==> src/rtl/saturn_alu_pkg.sv <==
// Shared definitions for the Saturn nibble ALU: op codes, FSM states, nibble width.
// Decimal (BCD) arithmetic is enabled with the macro SATURN_ALU_DECIMAL_EN.
package saturn_alu_pkg;

    localparam int NIB_W = 4;

    typedef enum logic [2:0] {
        OP_ZERO = 3'd0,
        OP_COPY = 3'd1,
        OP_ADD  = 3'd2,
        OP_SUB  = 3'd3,
        OP_INC  = 3'd4,
        OP_DEC  = 3'd5,
        OP_NEG  = 3'd6,
        OP_EXCH = 3'd7
    } alu_op_e;

    typedef enum logic [1:0] {
        ST_IDLE = 2'd0,
        ST_RUN  = 2'd1,
        ST_DONE = 2'd2
    } alu_state_e;

endpackage

==> src/rtl/saturn_nibble_adder.sv <==
// One-nibble add/subtract with carry/borrow; BCD adjust only under SATURN_ALU_DECIMAL_EN.
module saturn_nibble_adder
    import saturn_alu_pkg::*;
(
    input  logic [NIB_W-1:0] a,
    input  logic [NIB_W-1:0] b,
    input  logic             cin,
    input  logic             sub,
    input  logic             dec,
    output logic [NIB_W-1:0] sum,
    output logic             cout
);

    // Five-bit result: bit 4 is carry for add, sign (borrow) for subtract.
    logic [NIB_W:0] raw;

    always_comb begin
        if (sub) begin
            raw = {1'b0, a} - {1'b0, b} - {{NIB_W{1'b0}}, cin};
        end else begin
            raw = {1'b0, a} + {1'b0, b} + {{NIB_W{1'b0}}, cin};
        end
    end

`ifdef SATURN_ALU_DECIMAL_EN
    logic [NIB_W:0] adj;

    always_comb begin
        adj  = raw;
        cout = raw[NIB_W];
        if (dec) begin
            if (sub) begin
                if (raw[NIB_W]) begin
                    adj = raw + 5'd10;
                end
            end else if (raw >= 5'd10) begin
                adj  = raw - 5'd10;
                cout = 1'b1;
            end
        end
        sum = adj[NIB_W-1:0];
    end
`else
    logic unused_dec;
    assign unused_dec = dec;
    assign sum        = raw[NIB_W-1:0];
    assign cout       = raw[NIB_W];
`endif

endmodule

==> src/rtl/saturn_alu_nibble_engine.sv <==
// Nibble-serial field ALU: processes one nibble per cycle from field start to last, wrapping.
// Optional BCD arithmetic is enabled with the macro SATURN_ALU_DECIMAL_EN.
module saturn_alu_nibble_engine
    import saturn_alu_pkg::*;
#(
    parameter int NIBBLES = 16,
    parameter int W       = 4 * NIBBLES
) (
    input  logic         i_clk,
    input  logic         i_reset,
    input  logic         i_start,
    input  logic [2:0]   i_op,
    input  logic [3:0]   i_field_start,
    input  logic [3:0]   i_field_last,
    input  logic         i_dec,
    input  logic [W-1:0] i_src1,
    input  logic [W-1:0] i_src2,
    output logic         o_busy,
    output logic         o_done,
    output logic [W-1:0] o_result,
    output logic         o_carry,
    output logic [1:0]   o_dbg_state
);

    localparam int PW = $clog2(NIBBLES);

    alu_state_e    state_q, state_d;
    alu_op_e       op_q, op_d;
    logic          dec_q, dec_d;
    logic [W-1:0]  src2_q, src2_d;
    logic [W-1:0]  work_q, work_d;
    logic [PW-1:0] ptr_q, ptr_d;
    logic [PW-1:0] last_q, last_d;
    logic          carry_q, carry_d;
    logic          first_q, first_d;
    logic          done_q, done_d;
    logic [W-1:0]  result_q, result_d;
    logic          cout_q, cout_d;

    logic [NIB_W-1:0] a_nib, b_nib;
    logic [NIB_W-1:0] add_a, add_b, add_sum;
    logic             add_cin, add_sub, add_cout;
    logic [NIB_W-1:0] nib_res;
    logic             nib_cout;

    // Untouched nibbles of work_q still hold src1, so the live nibble is read from it.
    assign a_nib = work_q[{ptr_q, 2'b00} +: NIB_W];
    assign b_nib = src2_q[{ptr_q, 2'b00} +: NIB_W];

    always_comb begin
        add_a   = a_nib;
        add_b   = b_nib;
        add_cin = carry_q;
        add_sub = 1'b0;
        case (op_q)
            OP_SUB: add_sub = 1'b1;
            OP_INC: begin
                add_b   = '0;
                add_cin = first_q | carry_q;
            end
            OP_DEC: begin
                add_b   = '0;
                add_cin = first_q | carry_q;
                add_sub = 1'b1;
            end
            OP_NEG: begin
                add_a   = '0;
                add_b   = a_nib;
                add_sub = 1'b1;
            end
            default: ;
        endcase
    end

    saturn_nibble_adder u_adder (
        .a    (add_a),
        .b    (add_b),
        .cin  (add_cin),
        .sub  (add_sub),
        .dec  (dec_q),
        .sum  (add_sum),
        .cout (add_cout)
    );

    always_comb begin
        nib_res  = add_sum;
        nib_cout = add_cout;
        case (op_q)
            OP_ZERO: begin
                nib_res  = '0;
                nib_cout = 1'b0;
            end
            OP_COPY, OP_EXCH: begin
                nib_res  = b_nib;
                nib_cout = 1'b0;
            end
            default: ;
        endcase
    end

    always_comb begin
        state_d  = state_q;
        op_d     = op_q;
        dec_d    = dec_q;
        src2_d   = src2_q;
        work_d   = work_q;
        ptr_d    = ptr_q;
        last_d   = last_q;
        carry_d  = carry_q;
        first_d  = first_q;
        done_d   = 1'b0;
        result_d = result_q;
        cout_d   = cout_q;
        case (state_q)
            ST_IDLE: begin
                if (i_start) begin
                    state_d = ST_RUN;
                    op_d    = alu_op_e'(i_op);
                    dec_d   = i_dec;
                    src2_d  = i_src2;
                    work_d  = i_src1;
                    ptr_d   = i_field_start[PW-1:0];
                    last_d  = i_field_last[PW-1:0];
                    carry_d = 1'b0;
                    first_d = 1'b1;
                end
            end
            ST_RUN: begin
                work_d[{ptr_q, 2'b00} +: NIB_W] = nib_res;
                carry_d = nib_cout;
                first_d = 1'b0;
                ptr_d   = ptr_q + 1'b1;
                if (ptr_q == last_q) begin
                    state_d = ST_DONE;
                end
            end
            ST_DONE: begin
                done_d   = 1'b1;
                result_d = work_q;
                cout_d   = carry_q;
                state_d  = ST_IDLE;
            end
            default: state_d = ST_IDLE;
        endcase
    end

    always_ff @(posedge i_clk) begin
        if (i_reset) begin
            state_q  <= ST_IDLE;
            op_q     <= OP_ZERO;
            dec_q    <= 1'b0;
            src2_q   <= '0;
            work_q   <= '0;
            ptr_q    <= '0;
            last_q   <= '0;
            carry_q  <= 1'b0;
            first_q  <= 1'b0;
            done_q   <= 1'b0;
            result_q <= '0;
            cout_q   <= 1'b0;
        end else begin
            state_q  <= state_d;
            op_q     <= op_d;
            dec_q    <= dec_d;
            src2_q   <= src2_d;
            work_q   <= work_d;
            ptr_q    <= ptr_d;
            last_q   <= last_d;
            carry_q  <= carry_d;
            first_q  <= first_d;
            done_q   <= done_d;
            result_q <= result_d;
            cout_q   <= cout_d;
        end
    end

    assign o_busy      = (state_q != ST_IDLE);
    assign o_done      = done_q;
    assign o_result    = result_q;
    assign o_carry     = cout_q;
    assign o_dbg_state = state_q;

endmodule

==> config.mk <==
export PLATFORM = sky130hd
export DESIGN_NAME = saturn_alu_nibble_engine
export DESIGN_NICKNAME = d
export VERILOG_FILES = /design/src/rtl/saturn_alu_pkg.sv /design/src/rtl/saturn_nibble_adder.sv /design/src/rtl/saturn_alu_nibble_engine.sv
export SDC_FILE = /design/constraint.sdc
export NUM_CORES = 1
export LEC_CHECK = 0
export BUFFER_PORTS_ARGS = -buffer_cell sky130_fd_sc_hd__buf_2
export CAP_MARGIN = 20
export CORE_ASPECT_RATIO = 0.6
export CORE_MARGIN = 1.5
export CORE_UTILIZATION = 50
export CTS_CLUSTER_DIAMETER = 30
export DETAILED_ROUTE_END_ITERATION = 8
export MAX_ROUTING_LAYER = met4
export PLACE_DENSITY = 0.76
export SYNTH_ARGS = -nofsm -noshare
export SYNTH_HDL_FRONTEND = slang
export SYNTH_SLANG_ARGS = --single-unit
==> constraint.sdc <==
create_clock -name i_clk -period 8.4 [get_ports i_clk]
set_input_delay 0 -clock i_clk [delete_from_list [all_inputs] [get_ports i_clk]]
set_output_delay 0 -clock i_clk [all_outputs]
set_load 0.05 [all_outputs]
==> Word level (Yosys, flattened, before mapping) <==
Cells that the tools add are included.
{ "classes": {"bitwise_logic": 1, "add_sub_neg": 6, "eq_ne": 11, "n_reduce_logical": 11, "n_shift": 4, "n_mux": 20} }
{ "op_table": {"columns": ["cell", "count"], "rows": [
  ["$pmux 64 s2", 1],
  ["$shiftx 64x7->4", 2],
  ["$bwmux 64", 1],
  ["$mux 64", 1],
  ["$shift 4x8->64 const A", 1],
  ["$shiftx 4x8->64", 1],
  ["$pmux 4 s2", 3],
  ["$eq 3x3->1 const B", 4],
  ["$mux 4", 2],
  ["$neg 6->8", 1],
  ["$mux 1", 6],
  ["$reduce_and 2->1", 3],
  ["$reduce_or 3->1", 2],
  ["$add 4x4->5", 1],
  ["$add 5x1->5", 1],
  ["$mux 5", 1],
  ["$sub 4x4->5", 1],
  ["$sub 5x1->5", 1],
  ["$add 4x1->4 const B", 1],
  ["$eq 4x4->1", 1],
  ["$mux 2", 2],
  ["$ne 2x2->1 const B", 2],
  ["$pmux 1 s2", 2],
  ["$pmux 2 s2", 1],
  ["other kinds (9)", 11]
]} }
{ "word_totals": {"regBits": 209, "output_inout_bits": 69, "word_cells": 64, "input_bits": 143} }

==> Depth between registers and ports, before layout <==
Gate-level depths: netlist (run 1).
{ "logic_depth": {"word_depth": 10, "ltp_mapped": 22, "depth_no_buf": 17} }

==> Modules after synthesis <==
Synthesis (run 1) repeated with hierarchy kept, for this count alone.
{ "unflattened": {"hier_cells": 1215, "area_unflattened_um2": 10141.0} }
{ "modules_own_cells": {"columns": ["module", "area_per_inst_um2", "seq_area_each_um2", "instances", "cells_per_inst"], "rows": [
  ["saturn_alu_nibble_engine", 9794.4, 4204.0, 1, 1174],
  ["saturn_nibble_adder", 346.6, 0.0, 1, 41]
]} }

==> Worst setup path after synthesis (run 1) <==
OpenSTA, ideal clock, no wires.
{ "synth_timing": {"path_kind": "flip-flop to flip-flop", "start": "register ptr_q[1]", "end": "register work_q[10]", "arrival_time_ns": 4.104, "slack_ns": 4.162, "stages_incl_launch_ff": 20, "path_cell_list": "dfxtp_1 buf_2 buf_6 buf_6 clkbuf_1 mux4_2 a22oi_1 o21ai_0 a21o_1 nand2_1 o21ai_0 fa_1 fa_1 xnor2_1 or2_2 a21oi_1 a21oi_1 o22ai_2 buf_2 o22ai_1"} }
{ "synth_via": {"elab_chain_cells": 9, "elab_cells_between_ends": 15, "classes_between": "add/sub: 5; shift: 4; mux: 6"} }
{ "synth_rtl": {"columns": ["element", "line_no", "text"], "rows": [
  ["from (decl)", "saturn_alu_nibble_engine.sv:32", "logic [PW-1:0] ptr_q, ptr_d;"],
  ["from (signal assigned)", "saturn_alu_nibble_engine.sv:167", "ptr_q <= ptr_d;"],
  ["$shiftx 64x7->4 (on tied branches)", "saturn_alu_nibble_engine.sv:48, saturn_alu_nibble_engine.sv:47", null],
  ["$pmux 4 s2 / $mux 4 (equally long branches)", "saturn_alu_nibble_engine.sv:55", "case (op_q)"],
  ["$add 4x4->5 / $sub 4x4->5 (equally long branches)", "saturn_nibble_adder.sv:21, saturn_nibble_adder.sv:19", null],
  ["$add 5x1->5 / $sub 5x1->5 (equally long branches)", "saturn_nibble_adder.sv:21, saturn_nibble_adder.sv:19", null],
  ["$mux 5", "saturn_nibble_adder.sv:18", "if (sub) begin"],
  ["$pmux 4 s2", "saturn_alu_nibble_engine.sv:88", "case (op_q)"],
  ["$shiftx 4x8->64", "saturn_alu_nibble_engine.sv:129", "work_d[{ptr_q, 2'b00} +: NIB_W] = nib_res;"],
  ["$bwmux 64 (*)", "saturn_alu_nibble_engine.sv:129", null],
  ["$pmux 64 s2 (*)", "saturn_alu_nibble_engine.sv:114", "case (state_q)"],
  ["to (signal assigned)", "saturn_alu_nibble_engine.sv:166", "work_q <= work_d;"],
  ["to (decl)", "saturn_alu_nibble_engine.sv:31", "logic [W-1:0] work_q, work_d;"]
]} }
Every way passes the cells marked *; elsewhere a longest branch is shown, timed or not.
A chain may end at the register's enable or synchronous reset.

==> Worst setup path in the final report (run 1) <==
{ "layout_timing": {"start": "register ptr_q[0]", "end": "register work_q[18]"} }
The elaborated chain is that of the path after synthesis.

==> results of run 1 <==
[path summary, 6_finish.rpt]
kind	cells past startpoint	endpoint	startpoint
worst max register to register	16	work_q[18]	ptr_q[0]
worst max-delay path	16	work_q[18]	ptr_q[0]
worst min register to register	2	o_result[8]	o_result[8]
worst min-delay path	4	work_q[3]	i_src1[3]
[sequential cells by signal (all words and copies together), names as in the netlist]
name         cells
work_q          64
o_result        64
last_q           4
o_carry          1
carry_q          1
src2_q          64
op_q             3
first_q          1
ptr_q            4
o_done           1
o_dbg_state      2
[placed cells by master, fill, tap and decap left out, types with 4 or more instances in the layout]
cell type,netlist,layout
o21a_1,4,4
mux4_2,25,25
o21ai_0,16,16
a21oi_1,195,195
buf_4,2,11
clkbuf_16,0,31
and3_1,33,33
nand2_1,340,339
a31oi_1,7,7
nand3_1,4,4
inv_1,16,16
and2_1,9,8
a2111oi_0,9,9
clkinvlp_4,0,4
or2_2,4,4
mux2i_1,17,17
fa_1,4,4
nand2b_1,7,6
nor2_1,36,36
a2bb2oi_1,20,20
ha_1,11,11
a221oi_1,6,6
xnor2_1,7,7
a22oi_1,4,4
o22ai_2,11,11
nor3_1,14,14
mux2_2,4,4
inv_6,0,9
dlygate4sd3_1,0,138
nor2b_1,7,6
clkinv_2,0,4
buf_2,8,210
a211oi_1,9,9
o22ai_1,40,40
dfxtp_1,209,207
[through the flow]
step	worst slack [ns]	power (mW)	cells	cell area, sq um	utilization
floorplan	4.16	1.52	1200	9810	-
finish	2.84	3.04	1784	13300	0.697
global placement	3.01	1.68	1586	10900	0.568
detailed placement	2.95	1.69	1587	10900	0.568
CTS	2.92	3.02	1781	13300	0.696
global route	2.50	3.15	1784	13300	0.697
[report_power, final]
part	internal, mW	switching (mW)
clock	0.791	0.511
combinational	0.258	0.361
sequential	1.05	0.0676
total	2.10	0.939
[layer usage]
layer	part of all wire	vias up
li1	-	4795
met4	0.018	0
met1	0.44	4850
met3	0.11	65
met2	0.43	566
met5	0	-
[critical path, delay by kind of cell, from the launching register on]
family,cells,cell delay (ns)
compound gates,6,1.48
xor+xnor,1,0.16
fa+ha+maj,2,0.95
buf+inv,2,0.84
flops,1,0.82
mux,2,0.69
simple gates,3,0.41
[final cells by class]
type	instances	share of cell area
sequential	209	0.314
inverter	18	0.00507
tap	266	0.0250
timing repair buffer	361	0.191
multi-input combinational	872	0.386
clock buffer	33	0.0595
clock inverter	23	0.0192
antenna	2	0.000376
[cells by family after synthesis]
kind of cell	synth area share
AOI/OAI and AO/OA	0.214
xor gates and xnor gates	0.00714
adders and majority gates	0.0222
buffers and inverters	0.0512
DFF	0.427
muxes	0.0793
and+or+nand+nor	0.199
==> out/results.tsv, run 1 <==
stage	metric	value	unit
layout	FF/Latch Area	4190	sq um
clock_tree	CTS sink count	209	
clock_tree	Root Driver	clkbuf_16	
layout	Layout fillers	1506	
layout	Final #Nets	1650	
die	Die Height	111	microns
place	I/O Buffers	210	
clock_tree	Post-CTS Hold Buffers	138	
grt	global-route usage over all layers	0.334	
timing	Worst slew margin	0.298	
clock_tree	Max clock buf depth	3	
grt	met1 usage	0.474	
logic_synthesis	syn_area_per_cell	8.17	sq um
logic_synthesis	Synth Cell Area	9810	sq um
timing	Fmax	0.180	GHz
timing	Slew Viols, Final	0	
layout	area taken by multi-input logic gates	5140	sq um
route	DR pass1 iterations	6	
route	WL per Instance	18.8	microns
worst_setup_path	CP required	8.75	ns
pwr	Leak	5.43	nW
timing	post-route setup TNS	0	ns
grt	routing usage on met3	0.0785	
timing	worst-margin pin slew	1.05	ns
logic_synthesis	sequential area share after synthesis	0.427	
logic_synthesis	most frequent cell after synthesis	nand2_1	
logic_synthesis	post-synth top area cell	dfxtp_1	
clock_tree	H-tree Lvls	1	
clock_tree	postcts setup bufs	0	
logic_synthesis	Post-synth ARST share	0	
worst_setup_path	Crit Path Category	reg2reg	
place	hpwl dp	21300	microns
timing	Hold Slack	0.0104	ns
timing	RSZ-0062 raised after global routing	no	
timing	crit path time final	5.56	ns
clock_tree	cts bufs inserted	30	
grt	layer with the highest usage	met2	
logic_synthesis	Synthesis Warnings	0	
job	max-cap check violation count	0	
die	FP Rows	39	
clock_tree	clock transition at the registers of the reported paths	0.06	ns
die	Starting Density	0.513	
worst_setup_path	r2r setup slk	2.84	ns
place	gpl congestion	0.934	
pwr	Max VDD drop	0.154	mV
worst_setup_path	Largest stage delay, worst path	0.82	ns
die	core footprint	19100	sq um
logic_synthesis	Post-synth EDFFs	0	
die	Chip Width	184	microns
outcome	status	finished, final reports clean	
clock_tree	quantity of gates resized following cts	0	
logic_synthesis	Synth area leaders	dfxtp_1 43%, nand2_1 13%, a21oi_1 10%, mux4_2 5.7%, clkbuf_1 2.9%	
die	die area	20500	sq um
clock_tree	CTS tree	yes	
grt	first-pass GRT wire length	52300	microns
route	Initial DRC Count	1222	
worst_setup_path	crit path cell chain	buf_4, clkinv_1, mux2i_1, mux2_2, nor2_1, a21o_1, nand2_1, o21ai_0, fa_1, fa_1, xnor2_1, or2_2, a21oi_1, a21oi_1, o22ai_2, a2111oi_0	
logic_synthesis	Syn Nets	1358	
grt	number of global-route vias before repair	9732	
worst_setup_path	Data arrival, critical path	5.91	ns
worst_setup_path	Max Fanout on Critical Path	26	
logic_synthesis	share of the synthesized area in the top cell type	0.427	
logic_synthesis	Synth cell types	56	
route	Via density	5.76	
grt	largest net degree at the start of global routing	139	
route	WL final	33600	microns
worst_setup_path	cell at the slowest stage of the critical path	dfxtp_2	
clock_tree	clk_lat worst skew	0.55	ns
route	via count	10300	
layout	Synth-to-Final Area Change	35.8	%
grt	met2 usage	0.480	
timing	endpoints failing hold	0	
logic_synthesis	synth cell count leaders	340 x nand2_1, 209 x dfxtp_1, 195 x a21oi_1	
timing	final setup fails	0	
pwr	PD cells	228	nW/um^2
worst_hold_path	Hold Crit Class	in2reg	
route	Antenna Nets Post-Route	0	
logic_synthesis	Most used DFF post-synth	dfxtp_1	
route	drt drc	0	
grt	initial antenna violation count	2	
timing	clk_skew	0.0134	ns
worst_setup_path	Setup crit end kind	flip-flop	
grt	GRT Residual Overflow	0	
logic_synthesis	FF+latch count, synth	209	
logic_synthesis	Cells after Synth	1200	
timing	period utilization	0.661	
worst_setup_path	Startpoint Class	flip-flop	
die	I/O pin cnt	212	
layout	layout cell share with drive strength beyond 1	0.219	
Power figures use the tool's default switching activity.
==> run 2: changes to the inputs <==
==> constraint.sdc (replaced) <==
create_clock -name i_clk -period 5.4 [get_ports i_clk]
set_input_delay 0 -clock i_clk [delete_from_list [all_inputs] [get_ports i_clk]]
set_output_delay 0 -clock i_clk [all_outputs]
set_load 0.05 [all_outputs]
==> run 2 against run 1 <==
Compared with the run above: worst setup slack worse by 2.2 ns; critical path depth unchanged; critical endpoint is now work_q[50]; critical path type unchanged; non-clock buffer count up 6.
==> out/results.tsv, run 2 (synthesis gave the netlist of run 1 again) <==
stage	metric	value	unit
outcome	status	finished, final reports clean	
clock_tree	Root Driver	clkbuf_16	
timing	crit path time final	4.74	ns
pwr	clock power share	0.403	
worst_setup_path	Startpoint Class	flip-flop	
layout	area taken by multi-input logic gates	5140	sq um
layout	Synth-to-Final Area Change	35.4	%
grt	number of global-route vias before repair	9900	
timing	final setup fails	0	
pwr	Leak	5.42	nW
route	Antenna Nets Post-Route	0	
layout	commonest non-fill, non-tap cells in the layout	339 x nand2_1, 209 x buf_2, 207 x dfxtp_1	
die	Starting Density	0.513	
pwr	sw frac	0.316	
worst_setup_path	CP startpoint	ptr_q[1]	
worst_setup_path	CP required	5.81	ns
worst_setup_path	Setup crit end kind	flip-flop	
pwr	Max VDD drop	0.229	mV
die	FP Rows	39	
route	WL final	34500	microns
worst_setup_path	Crit Path Category	reg2reg	
route	Via density	5.83	
clock_tree	H-tree Lvls	1	
worst_setup_path	r2r setup slk	0.66	ns
die	Chip Width	184	microns
layout	Layout fillers	1509	
clock_tree	Max clock buf depth	3	
route	DR pass1 iterations	5	
pwr	Pwr Total	4.59	mW
layout	commonest non-fill, non-tap cell in the layout	nand2_1	
pwr	Int Power	3.14	mW
timing	RSZ-0062 raised after global routing	no	
pwr	P_sw	1.45	mW
clock_tree	postcts setup bufs	0	
clock_tree	clk_lat worst skew	0.53	ns
layout	FF/Latch Area	4190	sq um
route	via count	10400	
worst_setup_path	cell at the slowest stage of the critical path	dfxtp_2	
clock_tree	CTS sink count	209	
worst_setup_path	Crit Reg-Reg Startpoint	ptr_q[1]	
worst_setup_path	Max Fanout on Critical Path	17	
place	I/O Buffers	210	
timing	Worst slew margin	0.204	
grt	GRT Residual Overflow	0	
layout	layout cell share with drive strength beyond 1	0.219	
worst_hold_path	Hold Crit Class	in2reg	
worst_setup_path	Data arrival, critical path	5.15	ns
pwr	combinational share of power	0.219	
job	max-cap check violation count	0	
timing	post-route setup TNS	0	ns
timing	clk_skew	0.0166	ns
layout	Final #Nets	1655	
die	I/O pin cnt	212	
worst_setup_path	crit path cell chain	mux4_2, mux2i_1, mux2_2, nor2_1, a21o_1, nand2_1, o21ai_0, fa_1, fa_1, xnor2_1, or2_2, a21oi_1, a21oi_1, o22ai_2, buf_4, a2111oi_0	
die	die area	20500	sq um
worst_setup_path	Worst R2R Path Depth	16	
pwr	sequential fraction of design power	0.378	
route	Initial DRC Count	1343	
clock_tree	CTS tree	yes	
worst_hold_path	hold_sp	i_reset	
worst_hold_path	worst hold stages	2	
grt	global-route usage over all layers	0.341	
timing	Slew Viols, Final	0	
route	WL per Instance	19.3	microns
die	core footprint	19100	sq um
clock_tree	cts bufs inserted	29	
grt	initial antenna violation count	0	
route	drt drc	0	
place	gpl congestion	0.934	
worst_setup_path	Largest stage delay, worst path	0.70	ns
layout	n_diodes	0	
place	hpwl dp	21700	microns
grt	largest net degree at the start of global routing	112	
timing	worst-margin pin slew	1.19	ns
clock_tree	clock transition at the registers of the reported paths	0.06	ns
die	Die Height	111	microns
worst_setup_path	endpoint of the worst register-to-register path	work_q[50]	
grt	first-pass GRT wire length	53400	microns
timing	endpoints failing hold	0	
worst_setup_path	CP Capture Point	work_q[50]	
pwr	PD cells	346	nW/um^2
layout	final core occ	0.694	
timing	Fmax	0.211	GHz
timing	period utilization	0.877	
run 2: cell type report:
type                            instances  area share
Tap cell                              266      0.0251
Inverter                               18     0.00509
Multi-Input combinational cell        872       0.387
Clock buffer                           33      0.0573
Timing Repair Buffer                  367       0.196
Sequential cell                       209       0.315
Clock inverter                         19      0.0138
run 2: repair_timing:
action                    4_1_cts  5_1_grt
hold buffers                  139        0
resized for setup               0        0
hold endpoints to repair      138        0
run 2: metal layers:
metal | vias to the layer above | track usage | part of all wire
li1 | 4783 | - | -
met1 | 4914 | 0.485 | 0.44
met2 | 632 | 0.494 | 0.43
met3 | 69 | 0.0726 | 0.12
met4 | 0 | 0.0787 | 0.020
met5 | - | - | 0
run 2: worst min-delay path by stage:
stage                                 to  slack, ns
after floorplan                src2_q[0]       0.14
final                         src2_q[21]       0.04
after global routing          src2_q[21]       0.06
after CTS                 o_dbg_state[0]     0.0004
after global placement        src2_q[23]       0.24
after detailed placement      src2_q[11]       0.25
run 2: stage by stage:
| stage | hold WS, ns | setup slack [ns] | cells | instance area [sq um] |
|---|---|---|---|---|
| 6_report | 0.0379 | 0.662 | 1784 | 13300 |
| 3_3_place_gp | 0.245 | 0.899 | 1592 | 10900 |
| 3_5_place_dp | 0.249 | 0.758 | 1592 | 10900 |
| 5_1_grt | 0.0576 | 0.264 | 1784 | 13300 |
| 4_1_cts | 0.000433 | 0.716 | 1783 | 13300 |
| 2_1_floorplan | 0.136 | 1.16 | 1200 | 9810 |
run 2: critical path: cells and delay by family (launching register included):
| family | cells | cell delay [ns] |
|---|---|---|
| mux | 3 | 1.23 |
| compound gates | 6 | 1.00 |
| fa+ha+maj | 2 | 0.97 |
| flops | 1 | 0.70 |
| simple gates | 3 | 0.28 |
| buf+inv | 1 | 0.23 |
| xor+xnor | 1 | 0.20 |
run 2: power groups by stage:
stage / clock, mW / sequential [mW] / combinational, mW
after floorplan: 0 / 1.74 / 0.636
after global placement: 0 / 1.76 / 0.878
after detailed placement: 0 / 1.76 / 0.888
after CTS: 1.86 / 1.73 / 0.971
after global routing: 1.94 / 1.74 / 1.08
final: 1.85 / 1.73 / 1.00
